[src/rtl/rand_walk_integrator.sv]
// Random-walk integrator: acceleration -> saturating velocity -> bouncing position.
// One update per accepted step, reported with a single-cycle update_valid pulse.
module rand_walk_integrator #(
    parameter int VEL_W    = 8,
    parameter int VEL_MAX  = 15,
    parameter int POS_W    = 10,
    parameter int POS_MIN  = 0,
    parameter int POS_MAX  = 639,
    parameter int POS_INIT = 320
) (
    input  logic                    clock,
    input  logic                    reset,
    input  logic                    step,
    input  logic signed [3:0]       random_acc,
    output logic signed [VEL_W-1:0] velocity,
    output logic [POS_W-1:0]        position,
    output logic                    update_valid,
    output logic                    busy,
    output logic [7:0]              drop_count
);

    typedef enum logic [1:0] {
        IDLE,
        ACCEL,
        MOVE,
        DONE
    } state_t;

    localparam logic signed [VEL_W:0]   V_HI = (VEL_W+1)'(VEL_MAX);
    localparam logic signed [VEL_W:0]   V_LO = -V_HI;
    localparam logic signed [POS_W+1:0] P_HI = (POS_W+2)'(POS_MAX);
    localparam logic signed [POS_W+1:0] P_LO = (POS_W+2)'(POS_MIN);

    state_t                  state;
    state_t                  state_n;
    logic signed [3:0]       acc_q;
    logic signed [VEL_W:0]   vel_sum;
    logic signed [VEL_W-1:0] vel_clamp;
    logic signed [POS_W+1:0] pos_sum;
    logic                    accept;
    logic                    in_flight;

    always_ff @(posedge clock) begin
        if (reset) state <= IDLE;
        else       state <= state_n;
    end

    always_comb begin
        state_n = state;
        unique case (state)
            IDLE:  if (step) state_n = ACCEL;
            ACCEL: state_n = MOVE;
            MOVE:  state_n = DONE;
            DONE:  state_n = step ? ACCEL : IDLE;
        endcase
    end

    assign accept    = step && ((state == IDLE) || (state == DONE));
    assign in_flight = (state == ACCEL) || (state == MOVE);

    always_comb begin
        vel_sum = {velocity[VEL_W-1], velocity}
                + {{(VEL_W-3){acc_q[3]}}, acc_q};
        vel_clamp = vel_sum[VEL_W-1:0];
        if (vel_sum > V_HI)      vel_clamp = V_HI[VEL_W-1:0];
        else if (vel_sum < V_LO) vel_clamp = V_LO[VEL_W-1:0];
        pos_sum = {2'b00, position}
                + {{(POS_W+2-VEL_W){velocity[VEL_W-1]}}, velocity};
    end

    always_ff @(posedge clock) begin
        if (reset) begin
            velocity     <= '0;
            position     <= POS_W'(POS_INIT);
            acc_q        <= '0;
            update_valid <= 1'b0;
            busy         <= 1'b0;
            drop_count   <= '0;
        end else begin
            update_valid <= (state_n == DONE);
            busy         <= (state_n == ACCEL) || (state_n == MOVE);
            // -8 would make the range asymmetric, so it is folded to zero
            if (accept)
                acc_q <= (random_acc == 4'sb1000) ? 4'sd0 : random_acc;
            if (state == ACCEL)
                velocity <= vel_clamp;
            if (state == MOVE) begin
                if (pos_sum > P_HI) begin
                    position <= P_HI[POS_W-1:0];
                    velocity <= -velocity;
                end else if (pos_sum < P_LO) begin
                    position <= P_LO[POS_W-1:0];
                    velocity <= -velocity;
                end else begin
                    position <= pos_sum[POS_W-1:0];
                end
            end
            if (in_flight && step && (drop_count != 8'hFF))
                drop_count <= drop_count + 8'd1;
        end
    end

endmodule

[config.mk]
export PLATFORM = sky130hd
export DESIGN_NAME = rand_walk_integrator
export DESIGN_NICKNAME = d
export VERILOG_FILES = /design/src/rtl/rand_walk_integrator.sv
export SDC_FILE = /design/constraint.sdc
export NUM_CORES = 1
export LEC_CHECK = 0
export BUFFER_PORTS_ARGS = -buffer_cell sky130_fd_sc_hd__buf_2
export CORE_MARGIN = 8
export CORE_UTILIZATION = 50
export DETAILED_ROUTE_END_ITERATION = 16
export PLACE_DENSITY = 0.71
export SLEW_MARGIN = 20
export SYNTH_ARGS = -nofsm -noshare
export SYNTH_HDL_FRONTEND = slang
export SYNTH_SLANG_ARGS = --single-unit
[constraint.sdc]
create_clock -name clock -period 4.5 [get_ports clock]
set_input_delay 0.45 -clock clock [delete_from_list [all_inputs] [get_ports clock]]
set_output_delay 0.45 -clock clock [all_outputs]
set_load 0.02 [all_outputs]
Word level (Yosys, flattened, before mapping)
Index checks and enable logic that the tools add are counted.

word-level totals
  flip-flop bits (word level) = 34
  bits in latches = 0
  bits in writable memories = 0
  memory bits (read-only) = 0
  input bits = 7
  output and inout port bits = 28
  word-level logic and storage cells = 42
  memories = 0

operators by class
  add/sub/neg operators = 4
  $mul = 0
  divide/modulo/power cells = 0
  magnitude comparators = 4
  equality and inequality tests = 8
  shifts and indexed selects = 0
  muxes and demuxes = 12
  bitwise gates (word level) = 0
  reductions and logical operators = 7

operator list
  kind                    number
  $mux W8                 6
  $mux W10                2
  $add A11 B8 Y12         1
  $gt A12 B11 Y1 const B  1
  $lt A12 B1 Y1 const B   1
  $add A8 B4 Y9           1
  $gt A9 B5 Y1 const B    1
  $lt A9 B5 Y1 const B    1
  $add A8 B1 Y8 const B   1
  $eq A2 B2 Y1 const B    4
  $ne A8 B8 Y1 const B    1
  $neg A8 Y8              1
  $pmux W2 S4             1
  $eq A2 B1 Y1 const B    2
  $eq A4 B4 Y1 const B    1
  $mux W4                 1
  $logic_and A1 B1 Y1     3
  $logic_or A1 B1 Y1      3
  $logic_not A2 Y1        1
  $mux W2                 1
  $mux W1                 1

Logic depth before layout (Yosys ltp)
Gate-level depths: netlist of run 1.

  depth in word-level cells = 8
  depth in mapped cells = 13
  gate-level depth less buffers = 11

Worst setup path after synthesis of run 1
No wires, ideal clock.

  path kind = flip-flop to flip-flop
  from = reg velocity[0]
  to = reg position[7]
  setup time = 0.070 ns
  arrival = 2.821 ns
  required time = 4.430 ns
  path slack = 1.608 ns
  stages on the path, launching flop included = 12
  path buffers = 0
  period minus slack after synthesis = 2.892 ns
  cell sequence = dfxtp_1 > ha_1 > inv_1 > fa_1 > nand2b_1 > a21o_1 > a32o_1 > a31oi_1 > a211oi_2 > nand2b_4 > or4_1 > a21oi_1

on the way
  cells in the longest elaborated chain, start to end = 4
  elaborated cells between the ends (all ways) = 5
  classes of those cells = 1 x add/sub; 2 x order compare; 2 x mux

RTL lines
  what                    RTL line  text
  start, declared         15        output logic signed [VEL_W-1:0] velocity,
  start signal, assigned  86        velocity <= vel_clamp;
  start signal, assigned  90        velocity <= -velocity;
  start signal, assigned  93        velocity <= -velocity;
  $add A11 B8 Y12 (*)     68        + {{(POS_W+2-VEL_W){velocity[VEL_W-1]}}, velocity};
  $lt A12 B1 Y1           91        end else if (pos_sum < P_LO) begin
  $mux W10                91
  $mux W10 (*)            88        if (pos_sum > P_HI) begin
  end signal, assigned    89        position <= P_HI[POS_W-1:0];
  end signal, assigned    92        position <= P_LO[POS_W-1:0];
  end signal, assigned    95        position <= pos_sum[POS_W-1:0];
  end, declared           16        output logic [POS_W-1:0] position,

Mark *: on every way between the ends. The rest lies on a longest branch, timed or not.
A chain may end at the register's enable or synchronous reset.

Worst setup path after layout of run 1
  from = reg velocity[0]
  to = reg velocity[6]

on the way
  cells in the longest elaborated chain, start to end = 8
  elaborated cells between the ends (all ways) = 13
  classes of those cells = 3 x add/sub; 4 x order compare; 6 x mux

RTL lines
  what           RTL line  text
  $add A8 B4 Y9  63        + {{(VEL_W-3){acc_q[3]}}, acc_q};
  $lt A9 B5 Y1   66        else if (vel_sum < V_LO) vel_clamp = V_LO[VEL_W-1:0];
  $mux W8        66
  $mux W8        65        if (vel_sum > V_HI) vel_clamp = V_HI[VEL_W-1:0];
  $mux W8        85        if (state == ACCEL)
  $mux W8        91
  $mux W8        88
  $mux W8 (*)    87        if (state == MOVE) begin

Marked as above.

==> reports/summary.txt, run 1 <==
status: finished, final reports clean
final global-route overflow total: 0
leak pwr: 1.25 nW
Top FF cell, synth: dfxtp_1
initial antenna violation count: 0
cts hold-fix bufs: 0
fmax: 0.293 GHz
Ports: 35
Final Setup Violations: 0
FP Rows: 26
share of flip-flops with an asynchronous set or reset: 0
GP Congestion: 0.853
setup tns final: 0 ns
Post-Syn Nets: 346
Die H: 88.9 microns
worst path required time: 4.70 ns
Area growth, synth to finish: 9.93%
vias in the first global route: 2250
Port Buffer Count: 34
post-place setup slack: 1.17 ns
Root Buffer: clkbuf_8
H-tree depth: 2
Pre-antenna DRT Iters: 4
commonest cells after routing, fill and taps aside: dfxtp_1, buf_2, nor2_1
final worst path period need: 3.41 ns
fin crit share: 0.758
Setup crit end kind: flop
antenna cells: 0
crit start category: flop
Total Nets Final: 375
# clock sinks: 34
library cells used by synthesis: 65
synth warn: 0
sequential area share after synthesis: 0.256
largest net degree at the start of global routing: 35
final wirelength: 5830 microns
DRC viols: 0
Worst-path clk slew: 0.06 ns
hpwl dp: 4390 microns
postcts setup bufs: 0
die area: 7910 sq um
CTS resizes: 0
worst-path fanout max: 23
min-delay worst type: in2reg
EDFF count, synth: 0
WS Path Type: reg2reg
Clock Latency Late Sink: 0.28 ns
post-route ant nets: 0
Longest Clk Path Bufs: 2
global-route wire length before repair: 10200 microns
GRT Resource Usage Total: 0.160
count of state elements after synthesis: 34
CP arrival: 3.61 ns
skew final: 0.00157 ns
Max-slew headroom: 0.505
measured slew at the worst slew-check pin: 0.743 ns
mapped cell area: 2660 sq um
share of layout cells above drive strength 1: 0.179
drt wl/cell: 14.2 microns
final-report hold violation count: 0
Iter 0 DRT Violations: 113
max_cap viols: 0
cells after synthesis: 311
core footprint: 5110 sq um
Chip Width: 88.9 microns
Mean Syn Cell Area: 8.55 sq um
TritonCTS clock tree: done
Cell Pwr Density: 344 nW/um^2
Max Slew Vio Count: 0
Final WS setup: 1.09 ns
RSZ-0062 raised after global routing: no
via/cell ratio: 5.75
Num CTS Buffers: 5
Initial Util: 0.521
DR vias: 2359
VDD IR max: 203 uV
-- synthesized netlist by cell type (3+ instances only) --
| cell type | number | area [sq um] |
|---|---|---|
| nand2_1 | 19 | 71.3 |
| a211oi_1 | 5 | 37.5 |
| nand3_1 | 6 | 30.0 |
| nand4_1 | 7 | 43.8 |
| ha_1 | 26 | 325 |
| or3_1 | 4 | 25.0 |
| nand2b_1 | 4 | 25.0 |
| dfxtp_1 | 34 | 681 |
| nor3_1 | 4 | 20.0 |
| nand3b_1 | 6 | 45.0 |
| nor2b_1 | 7 | 43.8 |
| o21ai_0 | 14 | 70.1 |
| nor2_1 | 31 | 116 |
| nor3b_1 | 5 | 37.5 |
| or3_2 | 3 | 22.5 |
| a41oi_1 | 5 | 43.8 |
| xor2_1 | 8 | 70.1 |
| buf_6 | 3 | 33.8 |
| o211ai_1 | 3 | 22.5 |
| xnor2_1 | 12 | 105 |
| mux2i_1 | 4 | 40.0 |
| a21oi_1 | 27 | 135 |
| a21o_2 | 3 | 26.3 |
| clkbuf_1 | 4 | 15.0 |
| inv_1 | 16 | 60.1 |
-- state kept, by name, indices dropped and copies added, names as in the netlist --
name,flops
position,10
drop_count,8
velocity,8
acc_q,4
state,2
busy,1
update_valid,1
-- kinds of logic (layout without fill, tap and decap cells) --
logic type | Yosys count | after routing | synth area share
multiplexers | 4 | 4 | 0.0151
adder cells (fa/ha/maj) | 28 | 28 | 0.137
buffers and inverters | 28 | 57 | 0.0626
flip-flops | 34 | 34 | 0.256
AND/OR/NAND/NOR | 108 | 108 | 0.219
AO/OA/AOI/OAI | 89 | 89 | 0.244
XOR/XNOR | 20 | 20 | 0.0659
-- worst paths after layout --
kind | startpoint | endpoint | slack [ns] | cells past startpoint
hold / removal | random_acc[1] | acc_q[1] | 0.42 | 3
setup / recovery | velocity[0] | velocity[6] | 1.09 | 11
setup reg to reg | velocity[0] | velocity[6] | 1.09 | 11
hold reg to reg | position[0] | position[0] | 0.48 | 2
-- power by group --
group	switching, W	internal (W)	total (W)
sequential	0.0000397	0.000330	0.000369
combinational	0.000209	0.000148	0.000357
clock	0.000103	0.000177	0.000280
total	0.000352	0.000654	0.00101
-- metal layers --
layer	part of all wire	vias to the layer above	wire length (microns)	track usage
li1	-	1197	-	-
met1	0.47	1119	2750	0.203
met2	0.47	41	2730	0.265
met3	0.056	2	329	0.0377
met4	0.0029	0	17	0.0353
met5	0	-	0	0
-- critical path, stage by stage, from the launching register on --
cell and delay [ns]:
dfxtp_1 0.43, ha_1 0.29, inv_1 0.08, fa_1 0.41
nand2b_1 0.19, a21o_1 0.23, a32o_1 0.23, a31oi_1 0.19
a211oi_2 0.13, o21ai_2 0.62, nand2_1 0.26, a41oi_1 0.25
-- metrics by stage --
step	hold slack [ns]	utilization	cell area (sq um)	std cells	total power, W
after floorplan	0.465	-	2660	311	0.000652
after global placement	0.460	0.550	2810	403	0.000725
after detailed placement	0.473	0.550	2810	403	0.000730
after CTS	0.404	0.572	2920	410	0.00102
after global routing	0.430	0.572	2920	410	0.00108
final	0.418	0.572	2920	410	0.00101
-- layout make-up --
class | count | area, sq um
flip-flops and latches | 34 | 681
well taps | 70 | 87.6
repair buffers | 34 | 170
clock buffers | 6 | 82.6
fillers | 492 | 2180
inverters | 16 | 60.1
multi-input cells | 249 | 1810
clock inverters | 1 | 30.0
(Power assumes the default switching activity.)
==> run 2, diff against run 1 <==
--- a/config.mk
+++ b/config.mk
@@ -9,7 +9,7 @@
 export CORE_MARGIN = 8
 export CORE_UTILIZATION = 50
 export DETAILED_ROUTE_END_ITERATION = 16
-export PLACE_DENSITY = 0.71
+export PLACE_DENSITY = 0.73
 export SLEW_MARGIN = 20
 export SYNTH_ARGS = -nofsm -noshare
 export SYNTH_HDL_FRONTEND = slang
==> constraint.sdc (replaced) <==
create_clock -name clock -period 2.85 [get_ports clock]
set_input_delay 0.285 -clock clock [delete_from_list [all_inputs] [get_ports clock]]
set_output_delay 0.285 -clock clock [all_outputs]
set_load 0.02 [all_outputs]
==> run 2 against run 1 <==
Net effect:
- critical path depth down 1
- die area unchanged
- critical endpoint unchanged
- clock skew rose by 0.0046 ns
- register-to-register slack got worse by 1.1 ns
- sequential power is 53% higher
- global-route usage grew 0.59 points
- power up 58%
- utilization rose by 4.7 points
- clock-buffer cell count grew 1
- clock power up 33%
==> reports/summary.txt, run 2 (synthesis gave the netlist of run 1 again) <==
CP Cell Sequence: ha_1 -> a211oi_4 -> o211ai_2 -> a32oi_1 -> o21bai_1 -> o31a_1 -> o21ai_2 -> buf_12 -> or3_2 -> a41oi_2
R2R cell count: 10
Max-slew headroom: 0.568
crit path max-delay cell type: or3_2
max_cap viols: 0
fmax: 0.353 GHz
worst reg2reg startpoint: position[1]
max reg flops: 10
FP Rows: 26
fillers: 463
vias in the first global route: 2321
global-route wire length before repair: 10500 microns
commonest cells after routing, fill and taps aside: buf_2, nor2_1, dfxtp_1
R2R Path End: velocity[6]
GRT Resource Usage Total: 0.166
Cell Pwr Density: 503 nW/um^2
antenna cells: 0
Flop pwr share: 0.355
largest net degree at the start of global routing: 35
H-tree depth: 2
Setup crit end kind: flop
Chip Width: 88.9 microns
final core utilization: 0.619
fin crit share: 0.993
min-delay worst type: in2reg
Worst-path clk slew: 0.07 ns
final global-route overflow total: 0
register-to-register setup slack: 0.02 ns
leak pwr: 1.37 nW
share of layout cells above drive strength 1: 0.267
TritonCTS clock tree: done
via/cell ratio: 5.61
skew final: 0.00616 ns
hpwl dp: 4680 microns
drt wl/cell: 14.7 microns
Port Buffer Count: 34
cell count of the worst hold path: 3
# clock sinks: 34
GP Congestion: 0.914
Final WS setup: 0.0199 ns
VDD IR max: 415 uV
core footprint: 5110 sq um
Ports: 35
Worst path top cell family by delay: compound AO/OA/AOI/OAI gates
final-report hold violation count: 0
DP Area: 2970 sq um
post-place setup slack: -0.0428 ns
measured slew at the worst slew-check pin: 0.648 ns
Pre-antenna DRT Iters: 5
Regs by FF count: position x10, drop_count x8, velocity x8
CP arrival: 3.04 ns
final wirelength: 6360 microns
commonest non-fill, non-tap cell in the layout: buf_2
clock power share: 0.233
Max Slew Vio Count: 0
DRC viols: 0
final worst path period need: 2.83 ns
Num CTS Buffers: 5
WS Path Type: reg2reg
power share of the combinational group: 0.412
Final Setup Violations: 0
die area: 7910 sq um
worst-path fanout max: 23
Die H: 88.9 microns
crit start category: flop
switching power: 0.000591 W
Seq. cell area: 687 sq um
Longest Clk Path Bufs: 2
Area growth, synth to finish: 18.9%
setup tns final: 0 ns
initial antenna violation count: 0
area of the multi-input gates: 1890 sq um
Root Buffer: clkbuf_8
final instance area: 3160 sq um
Most flops, register: position
hold wc startpoint: random_acc[0]
Worst Hold End: acc_q[0]
Clock Latency Late Sink: 0.29 ns
switch share: 0.371
Buf+Inv Stages, Crit Path: 1
critical path's largest stage delay: 0.46 ns
DR vias: 2427
worst path required time: 3.06 ns
Iter 0 DRT Violations: 153
status: finished, final reports clean
post-route ant nets: 0
internal power: 0.00100 W
Total Nets Final: 397
Initial Util: 0.521
[run 2: changes by cell type in the layout (fill, tap and decap cells not counted), moves of 2 or more]
cell     delta
buf_4      +21
a41oi_1     -4
a41oi_2     +4
dfxtp_1     -3
dfxtp_2     +2
o21ai_0     -2
o21ai_1     +2
[run 2: power groups by stage]
stage               clock [W]  sequential (W)  combinational (W)
finish               0.000371        0.000565           0.000656
floorplan                   0        0.000619           0.000412
detailed placement          0        0.000573           0.000632
CTS                  0.000381        0.000564           0.000640
global route         0.000403        0.000572           0.000738
global placement            0        0.000572           0.000622
[run 2: per-layer routing]
layer | up-vias | wire length, microns | track usage
li1 | 1239 | - | -
met1 | 1134 | 3030 | 0.213
met2 | 48 | 2950 | 0.261
met3 | 6 | 334 | 0.0515
met4 | 0 | 46 | 0.0415
met5 | - | 0 | 0
[run 2: cell type report]
class                      count  share of cell area
sequential                    34               0.217
clock inverter                 1             0.00158
inverter                      16              0.0190
clock buffer                   7              0.0273
timing repair buffer          56               0.110
multi-input combinational    249               0.597
tap                           70              0.0277
[run 2: per-stage QoR]
stage | hold WS, ns | total power (W) | std cells
after floorplan | 0.432 | 0.00103 | 311
after global placement | 0.453 | 0.00119 | 422
after detailed placement | 0.463 | 0.00121 | 422
after CTS | 0.247 | 0.00159 | 430
after global routing | 0.273 | 0.00171 | 433
final | 0.253 | 0.00159 | 433
[run 2: worst max path at each step]
stage | startpoint | to | slack (ns) | cells after the start
after global placement | velocity[0] | velocity[4] | 0.03 | 12
after global routing | position[1] | velocity[7] | -0.06 | 10
after detailed placement | velocity[0] | velocity[7] | -0.04 | 12
after floorplan | position[0] | position[7] | 0.02 | 11
after CTS | velocity[0] | velocity[6] | 0.02 | 12
final | position[1] | velocity[6] | 0.02 | 10
[run 2: timing repair]
item / in CTS / in global routing
endpoints found under the hold margin: 0 / 0
cloned: 0 / 0
setup endpoints to repair: 4 / 9
hold buffers: 0 / 0
pin swaps: 3 / 3
setup buffers: 0 / 3
resized for setup: 3 / 16
[run 2: tightest hold or removal path, cell delays in order]
cell and delay, ns:
buf_2 0.09, mux2i_1 0.06, nor2_1 0.07
==> run 3, diff against run 2 <==
--- a/config.mk
+++ b/config.mk
@@ -9,7 +9,7 @@
 export CORE_MARGIN = 8
 export CORE_UTILIZATION = 50
 export DETAILED_ROUTE_END_ITERATION = 16
-export PLACE_DENSITY = 0.73
+export PLACE_DENSITY = 0.71
 export SLEW_MARGIN = 20
 export SYNTH_ARGS = -nofsm -noshare
 export SYNTH_HDL_FRONTEND = slang
==> constraint.sdc (replaced) <==
create_clock -name clock -period 3.4 [get_ports clock]
set_input_delay 0.34 -clock clock [delete_from_list [all_inputs] [get_ports clock]]
set_output_delay 0.34 -clock clock [all_outputs]
set_load 0.02 [all_outputs]
==> run 3 against run 2 <==
Net effect:
- non-clock buffer count fell by 14
- global-route usage fell by 0.22 points
- combinational power fell by 23%
- largest power group unchanged
- highest routed layer unchanged
- critical path type unchanged
- fmax is 9.5% lower
- worst setup slack gained 0.25 ns
- clock power fell by 24%
==> reports/summary.txt, run 3 (synthesis gave the netlist of run 1 again) <==
status: finished, final reports clean
Most flops, register: position
cts hold-fix bufs: 0
hpwl dp: 4560 microns
share of layout cells above drive strength 1: 0.198
CTS resizes: 0
Die H: 88.9 microns
final wirelength: 5880 microns
worst path required time: 3.55 ns
Seq. cell area: 681 sq um
via/cell ratio: 5.61
GP Congestion: 0.877
Port Buffer Count: 34
Final Setup Violations: 0
drt wl/cell: 14.1 microns
TritonCTS clock tree: done
Tot Pwr: 0.00126 W
antenna cells: 0
Initial Util: 0.521
post-route ant nets: 0
Num CTS Buffers: 5
global-route wire length before repair: 10400 microns
Cell Pwr Density: 426 nW/um^2
skew final: 0.00906 ns
leak pwr: 1.27 nW
fmax: 0.320 GHz
WHS: 0.310 ns
Max Slew Vio Count: 0
postcts setup bufs: 0
core footprint: 5110 sq um
Area growth, synth to finish: 10.9%
GRT Resource Usage Total: 0.164
final global-route overflow total: 0
max_cap viols: 0
CP arrival: 3.27 ns
WS Path Type: reg2reg
commonest cells after routing, fill and taps aside: dfxtp_1, buf_2, nor2_1
crit start category: flop
fillers: 488
Ports: 35
RSZ-0062 raised after global routing: no
Setup crit end kind: flop
die area: 7910 sq um
FP Rows: 26
Root Buffer: clkbuf_8
setup tns final: 0 ns
Longest Clk Path Bufs: 2
# clock sinks: 34
Iter 0 DRT Violations: 105
area of the multi-input gates: 1810 sq um
measured slew at the worst slew-check pin: 0.694 ns
Max-slew headroom: 0.531
Chip Width: 88.9 microns
Regs by FF count: position x10, drop_count x8, velocity x8
DRC viols: 0
DR vias: 2344
largest net degree at the start of global routing: 35
Pre-antenna DRT Iters: 5
final-report hold violation count: 0
worst-path fanout max: 14
Total Nets Final: 383
Worst-path clk slew: 0.07 ns
final worst path period need: 3.13 ns
H-tree depth: 2
Clock Latency Late Sink: 0.29 ns
vias in the first global route: 2362
initial antenna violation count: 0
VDD IR max: 350 uV
fin crit share: 0.920
final core utilization: 0.577
max reg flops: 10
min-delay worst type: in2reg
==> run 3: cell count changes in the layout (fill, tap and decap cells not counted), sizes merged <==
| cell | previous run | this run |
|---|---|---|
| buf | 56 | 42 |
| clkbuf | 7 | 5 |
| clkinv | 1 | 2 |
==> run 3: worst max-delay path: stages, from the launching register on <==
cell and delay (ns):
dfxtp_1 0.41, ha_1 0.26, inv_1 0.08, fa_1 0.40, nand2b_1 0.18, a21o_1 0.22, a32o_1 0.23, a31oi_1 0.17
a211oi_2 0.11, o21ai_2 0.42, buf_4 0.25, and4_2 0.22, nor3_1 0.05
==> run 3: final timing paths <==
| check | from | endpoint | slack (ns) | cells after the start |
|---|---|---|---|---|
| worst max-delay path | velocity[0] | velocity[0] | 0.27 | 12 |
| worst min-delay path | random_acc[2] | acc_q[2] | 0.31 | 3 |
| worst max register to register | velocity[0] | velocity[0] | 0.27 | 12 |
| worst min register to register | position[0] | position[0] | 0.48 | 2 |
==> run 3: through the flow <==
step / setup slack, ns / instance area, sq um / instances
floorplan: 0.508 / 2660 / 311
global placement: 0.368 / 2870 / 411
global route: 0.0133 / 2950 / 418
CTS: 0.268 / 2950 / 418
finish: 0.271 / 2950 / 418
detailed placement: 0.302 / 2870 / 411
==> run 3: report_power, final <==
| part | switching (W) | internal [W] | total (W) | leakage [nW] |
|---|---|---|---|---|
| logic | 0.000294 | 0.000210 | 0.000504 | 0.954 |
| clock network | 0.000144 | 0.000137 | 0.000282 | 0.0438 |
| registers | 0.0000361 | 0.000436 | 0.000472 | 0.276 |
| total | 0.000474 | 0.000783 | 0.00126 | 1.27 |
==> run 3: layer usage <==
layer,share of wire,track usage
met5,0,0
met4,0.012,0.0507
met3,0.054,0.0414
met2,0.44,0.259
met1,0.49,0.211
==> run 3: layout make-up <==
class | instances | share of cell area
Clock buffer | 5 | 0.0233
Clock inverter | 2 | 0.00339
Inverter | 16 | 0.0204
Multi-Input combinational cell | 249 | 0.614
Sequential cell | 34 | 0.231
Tap cell | 70 | 0.0297
Timing Repair Buffer | 42 | 0.0781
